$ cat src/rtl/axa_undo_pkg.sv
// Shared widths, encodings and word type for the AXA undo stack.
package axa_undo_pkg;

    localparam int unsigned WORD_W     = 16;
    localparam int unsigned UNDO_DEPTH = 16;
    localparam int unsigned UNDO_AW    = 4;

    localparam logic [1:0] SRC_UNDO = 2'b11;

    typedef logic [WORD_W-1:0] word_t;

endpackage

$ cat src/rtl/undo_reader_if.sv
// Push/pop/peek bus between the pipeline and the undo stack reader.
interface undo_reader_if;
    import axa_undo_pkg::*;

    logic                 push_valid;
    word_t                push_data;
    logic                 pop_req;
    logic                 pop_valid;
    word_t                pop_data;
    logic [UNDO_AW-1:0]   peek_idx;
    word_t                peek_data;
    logic                 peek_hit;
    logic [UNDO_AW:0]     count;
    logic                 empty;
    logic                 full;
    logic                 underflow;
    logic                 dropped;

    modport master (
        output push_valid, push_data, pop_req, peek_idx,
        input  pop_valid, pop_data, peek_data, peek_hit, count, empty, full,
               underflow, dropped
    );

    modport slave (
        input  push_valid, push_data, pop_req, peek_idx,
        output pop_valid, pop_data, peek_data, peek_hit, count, empty, full,
               underflow, dropped
    );

endinterface

$ cat src/rtl/undo_ram.sv
// DEPTH x WIDTH register array: one synchronous write port, two combinational read ports.
module undo_ram #(
    parameter int unsigned WIDTH = 16,
    parameter int unsigned DEPTH = 16,
    parameter int unsigned AW    = 4
) (
    input  logic             clk,
    input  logic             we,
    input  logic [AW-1:0]    waddr,
    input  logic [WIDTH-1:0] wdata,
    input  logic [AW-1:0]    raddr_a,
    output logic [WIDTH-1:0] rdata_a,
    input  logic [AW-1:0]    raddr_b,
    output logic [WIDTH-1:0] rdata_b
);

    logic [WIDTH-1:0] mem [DEPTH];

    // Storage is deliberately never cleared; count gates what is visible.
    always_ff @(posedge clk) begin
        if (we) begin
            mem[waddr] <= wdata;
        end
    end

    assign rdata_a = mem[raddr_a];
    assign rdata_b = mem[raddr_b];

endmodule

$ cat src/rtl/undo_reader.sv
// Read/pop side of the AXA undo stack: circular LIFO with registered pop and peek ports.
module undo_reader
    import axa_undo_pkg::*;
(
    input  logic          clk,
    input  logic          reset,
    undo_reader_if.slave  bus
);

    localparam int unsigned WIDTH = WORD_W;
    localparam int unsigned DEPTH = UNDO_DEPTH;
    localparam int unsigned AW    = UNDO_AW;

    logic [AW-1:0] top_q, top_d;
    logic [AW:0]   count_q, count_d;
    logic          do_pop, do_under, do_drop, do_push;
    logic          we;
    logic [AW-1:0] waddr, peek_addr;
    logic          peek_hit_d;
    word_t         pop_rd, peek_rd;

    logic          pop_valid_q, peek_hit_q, underflow_q, dropped_q;
    word_t         pop_data_q, peek_data_q;

    undo_ram #(.WIDTH(WIDTH), .DEPTH(DEPTH), .AW(AW)) u_ram (
        .clk     (clk),
        .we      (we),
        .waddr   (waddr),
        .wdata   (bus.push_data),
        .raddr_a (top_q),
        .rdata_a (pop_rd),
        .raddr_b (peek_addr),
        .rdata_b (peek_rd)
    );

    // Next pointer/count; a push paired with a real pop overwrites the top in place.
    always_comb begin
        do_push    = bus.push_valid;
        do_pop     = bus.pop_req && (count_q != '0);
        do_under   = bus.pop_req && (count_q == '0);
        do_drop    = do_push && !do_pop && (count_q == (AW+1)'(DEPTH));
        we         = do_push && !reset;
        waddr      = do_pop ? top_q : top_q + AW'(1);
        top_d      = top_q;
        count_d    = count_q;
        peek_addr  = top_q - bus.peek_idx;
        peek_hit_d = {1'b0, bus.peek_idx} < count_q;

        if (do_push && !do_pop) begin
            top_d = top_q + AW'(1);
            if (!do_drop) begin
                count_d = count_q + (AW+1)'(1);
            end
        end else if (do_pop && !do_push) begin
            top_d   = top_q - AW'(1);
            count_d = count_q - (AW+1)'(1);
        end
    end

    always_ff @(posedge clk) begin
        if (reset) begin
            top_q       <= '0;
            count_q     <= '0;
            pop_valid_q <= 1'b0;
            pop_data_q  <= '0;
            peek_data_q <= '0;
            peek_hit_q  <= 1'b0;
            underflow_q <= 1'b0;
            dropped_q   <= 1'b0;
        end else begin
            top_q       <= top_d;
            count_q     <= count_d;
            pop_valid_q <= do_pop;
            underflow_q <= do_under;
            dropped_q   <= do_drop;
            peek_hit_q  <= peek_hit_d;
            peek_data_q <= peek_hit_d ? peek_rd : '0;
            if (do_pop) begin
                pop_data_q <= pop_rd;
            end
        end
    end

    assign bus.pop_valid = pop_valid_q;
    assign bus.pop_data  = pop_data_q;
    assign bus.peek_data = peek_data_q;
    assign bus.peek_hit  = peek_hit_q;
    assign bus.count     = count_q;
    assign bus.underflow = underflow_q;
    assign bus.dropped   = dropped_q;
    assign bus.empty     = (count_q == '0);
    assign bus.full      = (count_q == (AW+1)'(DEPTH));

endmodule

$ cat src/flat_wrapper.sv
// flat-port wrapper written by rule: the top's interface ports become plain ports
module undo_reader_flat import axa_undo_pkg::*;
  (clk, reset, bus_push_valid, bus_push_data, bus_pop_req, bus_peek_idx, bus_pop_valid, bus_pop_data, bus_peek_data, bus_peek_hit, bus_count, bus_empty, bus_full, bus_underflow, bus_dropped);
  undo_reader_if bus_i ();
  input  logic clk;
  input  logic reset;
  input wire logic [$bits(bus_i.push_valid)-1:0] bus_push_valid;
  input wire logic [$bits(bus_i.push_data)-1:0] bus_push_data;
  input wire logic [$bits(bus_i.pop_req)-1:0] bus_pop_req;
  input wire logic [$bits(bus_i.peek_idx)-1:0] bus_peek_idx;
  output wire logic [$bits(bus_i.pop_valid)-1:0] bus_pop_valid;
  output wire logic [$bits(bus_i.pop_data)-1:0] bus_pop_data;
  output wire logic [$bits(bus_i.peek_data)-1:0] bus_peek_data;
  output wire logic [$bits(bus_i.peek_hit)-1:0] bus_peek_hit;
  output wire logic [$bits(bus_i.count)-1:0] bus_count;
  output wire logic [$bits(bus_i.empty)-1:0] bus_empty;
  output wire logic [$bits(bus_i.full)-1:0] bus_full;
  output wire logic [$bits(bus_i.underflow)-1:0] bus_underflow;
  output wire logic [$bits(bus_i.dropped)-1:0] bus_dropped;
  assign bus_i.push_valid = bus_push_valid;
  assign bus_i.push_data = bus_push_data;
  assign bus_i.pop_req = bus_pop_req;
  assign bus_i.peek_idx = bus_peek_idx;
  assign bus_pop_valid = bus_i.pop_valid;
  assign bus_pop_data = bus_i.pop_data;
  assign bus_peek_data = bus_i.peek_data;
  assign bus_peek_hit = bus_i.peek_hit;
  assign bus_count = bus_i.count;
  assign bus_empty = bus_i.empty;
  assign bus_full = bus_i.full;
  assign bus_underflow = bus_i.underflow;
  assign bus_dropped = bus_i.dropped;
  undo_reader u_core (.clk(clk), .reset(reset), .bus(bus_i));
endmodule
$ cat config.mk
export PLATFORM = sky130hd
export DESIGN_NAME = undo_reader_flat
export DESIGN_NICKNAME = d
export VERILOG_FILES = /design/src/rtl/axa_undo_pkg.sv /design/src/rtl/undo_reader_if.sv /design/src/rtl/undo_ram.sv /design/src/rtl/undo_reader.sv /design/src/flat_wrapper.sv
export SDC_FILE = /design/constraint.sdc
export NUM_CORES = 1
export LEC_CHECK = 0
export BUFFER_PORTS_ARGS = -buffer_cell sky130_fd_sc_hd__clkbuf_2
export CORE_MARGIN = 5
export CORE_UTILIZATION = 69
export CTS_BUF_LIST = sky130_fd_sc_hd__clkbuf_4
export CTS_CLUSTER_SIZE = 30
export DETAILED_ROUTE_END_ITERATION = 8
export GPL_ROUTABILITY_DRIVEN = 0
export PLACE_DENSITY = 0.93
export RECOVER_POWER = 25
export SKIP_CTS_REPAIR_TIMING = 1
export SLEW_MARGIN = 20
export SYNTH_ARGS = -nofsm -noshare
export SYNTH_HDL_FRONTEND = slang
export SYNTH_HIERARCHICAL = 1
export SYNTH_SLANG_ARGS = --single-unit
$ cat constraint.sdc
create_clock -name clk -period 10.4 [get_ports clk]
set_input_delay 2.08 -clock clk [delete_from_list [all_inputs] [get_ports clk]]
set_output_delay 2.08 -clock clk [all_outputs]
set_load 0.01 [all_outputs]
==> metrics.txt <==
status finished clean; Core Area 19500 um^2; #FFs+latches synth 301; Syn Inst Count 771; Clock Path Buffers 3; post-synthesis sequential area ratio 0.627; global route overflow 0; worst hold path depth 2; Iteration-0 DRC Markers between 1000 and 1500; FMAX 209 MHz; first-pass GRT wire length 53000 um; Req. time, crit path about 11000 ps; DR vias 8728; Synth Area per Inst 17.8 um^2; layout cells sized above 1 0.337; Slew Limit Fails 0; final hold vios 0; Final period util 0.461; clock buffer count from CTS 75; Pwr Density ~270 nW/um^2; Vias/cell between 7 and 8; Finished Cell Area 15100 um^2; hold endpoint u_core/bus.pop_data[1]$_SDFFE_PP0P_; GR met1 Demand/Resource 0.396; ys async rst share 0; Die Y 151 um; min-delay src u_core/bus.pop_data[1]$_SDFFE_PP0P_; register-to-register setup slack 6130 ps; dpl ws 5090 ps; Wirelength per Cell 29.4 um; Arr. time, crit path just over 5000 ps; RSZ-0062 raised after global routing false; DIE WIDTH 151 um; Crit Path Max Fanout 24; CTS root buffer clkbuf_4; Starting Density 0.701; dominant synthesized flop cell edfxtp_1; crit end category flop; final cell count without fillers ~1200; setup TNS 0 ps; drt drc 0; hold crit path type flop to flop; diode count 0; Clock Pin Slew Worst Setup and Hold Paths 70 ps; vias in the first global route just over 9000; row count 51; worst vdd ir 0.000267 V; Nets 927; placed cell areas 14200 um^2; WL final between 30000 and 40000 um; r2r startpoint u_core/bus.count[0]$_SDFFE_PP0P_; DP Wirelength 21700 um; CTS tree yes; Final Worst Setup Slack 5600 ps; Cell Area, Synth ~14000 um^2; Tmin final 4800 ps; Slew HR 0.183; # clock sinks 301; worst flop-to-flop path endpoint u_core/u_ram/mem[15][9]$_DFFE_PP_; MaxCap Viol Count 0; DP Cell Count 1075; slew at the pin closest to its max-slew limit 1220 ps; most common cell after layout, fill and taps aside edfxtp_1; Post-Synthesis Net Count 811; count of cell types in the netlist 46; post-route ant nets 0; I/O Buffers 66; Skew-Pair Late Insertion Delay around 700 ps; GR Util All Layers 0.323; P_leak 5.22 nW; Layout area overhead 10.6%; DIE AREA approximately 23000 um^2; Reg2Reg Depth 8; total I/O pin count 67; initial antenna violation count 0; Setup crit start kind primary input; kind of critical path primary input to flop; EDFF count, synth 256; router iterations before antenna repair 8; Synth Warn # 6; CTS H-tree depth 3; met3 Usage GRT 0.107; GRT met2 Usage 0.513; Setup Skew 37.7 ps; GR peak layer met2; pin count of the biggest net entering global routing 72; final setup violation count 0; # fillers about 1000; most frequent cells in the layout edfxtp_1 (256), clkbuf_4 (116), mux4_2 (102)
## how the worst max path moves through the flow
| stage | from | end | slack (ps) | depth (start not counted) |
|---|---|---|---|---|
| 6_report | bus_pop_req | u_core/u_ram/mem[15][9]$_DFFE_PP_ | 5600 | 7 |
| 5_1_grt | bus_pop_req | u_core/u_ram/mem[15][9]$_DFFE_PP_ | 5630 | 7 |
| 4_1_cts | bus_pop_req | u_core/u_ram/mem[15][12]$_DFFE_PP_ | 5810 | 7 |
| 3_5_place_dp | bus_pop_req | u_core/u_ram/mem[13][7]$_DFFE_PP_ | 5090 | 7 |
| 3_3_place_gp | bus_pop_req | u_core/u_ram/mem[15][9]$_DFFE_PP_ | 5190 | 7 |
| 2_1_floorplan | reset | u_core/u_ram/mem[0][0]$_DFFE_PP_ | 5700 | 5 |
## layout make-up
type	count	area (um^2)	share of cell area
clock buffers	116	871	0.0575
well taps	265	332	0.0219
inverters	17	65.1	0.00430
clock inverters	20	83.8	0.00554
flip-flops and latches	301	8590	0.568
repair buffers	89	487	0.0322
multi-input cells	403	4710	0.311
## metal layers
layer | share of wire | vias up
li1 | - | 3446
met1 | 0.32 | 4256
met2 | 0.48 | 833
met3 | 0.14 | 193
met4 | 0.062 | 0
met5 | 0 | -
## kinds of logic after synthesis
kind of cell / after synthesis / synth area share
compound gates: 100 / 0.0507
xor+xnor: 12 / 0.00768
fa+ha+maj: 16 / 0.0152
buf+inv: 67 / 0.0310
flops: 301 / 0.627
mux: 132 / 0.221
simple gates: 143 / 0.0476
## report_power, final
group / internal, W / switching (W) / leakage (nW)
Sequential: 0.00144 / 0.0000987 / 2.68
Combinational: 0.000701 / 0.000947 / 1.97
Clock: 0.000509 / 0.000460 / 0.570
Total: 0.00265 / 0.00151 / 5.22
## Yosys cell counts (2+ instances only)
master	instances	share of area
nand2_1	72	0.020
buf_4	7	0.0038
nor2_1	29	0.0080
buf_1	2	0.00055
dfxtp_1	45	0.066
o21ai_0	3	0.0011
a22oi_1	64	0.035
clkbuf_1	18	0.0049
ha_1	15	0.014
and2_1	18	0.0082
a21o_1	4	0.0022
a21oi_1	25	0.0091
mux4_1	24	0.046
nand3b_1	2	0.0011
nand2b_1	3	0.0014
inv_1	16	0.0044
buf_2	4	0.0015
mux4_4	2	0.0037
mux4_2	102	0.17
clkbuf_4	2	0.0011
clkbuf_8	3	0.0030
buf_6	12	0.0099
edfxtp_1	256	0.56
nor2b_1	4	0.0018
nand4_1	2	0.00091
xnor2_1	11	0.0070
nor3_1	5	0.0018
mux2i_1	3	0.0022
## critical path: stages
cell and delay (ps):
clkbuf_2 90, nand2_2 470, inv_2 420, xnor2_1 640
nand2_1 230, nor2_1 850, buf_4 360
## flip-flops by register name, summed over array words and instances (netlist names)
| signal | flops |
|---|---|
| u_core/bus.count | 5 |
| u_core/bus.dropped | 1 |
| u_core/bus.peek_data | 16 |
| u_core/bus.peek_hit | 1 |
| u_core/bus.pop_data | 16 |
| u_core/bus.pop_valid | 1 |
| u_core/bus.underflow | 1 |
| u_core/top_q | 4 |
| u_core/u_ram/mem | 256 |
## stage by stage
| step | hold slack (ps) | total power [W] | util |
|---|---|---|---|
| 4_1_cts | 461 | 0.00413 | 0.776 |
| 3_3_place_gp | 446 | 0.00308 | 0.727 |
| 2_1_floorplan | 481 | 0.00273 | - |
| 3_5_place_dp | 449 | 0.00316 | 0.727 |
| 6_report | 461 | 0.00415 | 0.775 |
| 5_1_grt | 488 | 0.00432 | 0.775 |
(Power assumes the default switching activity.)
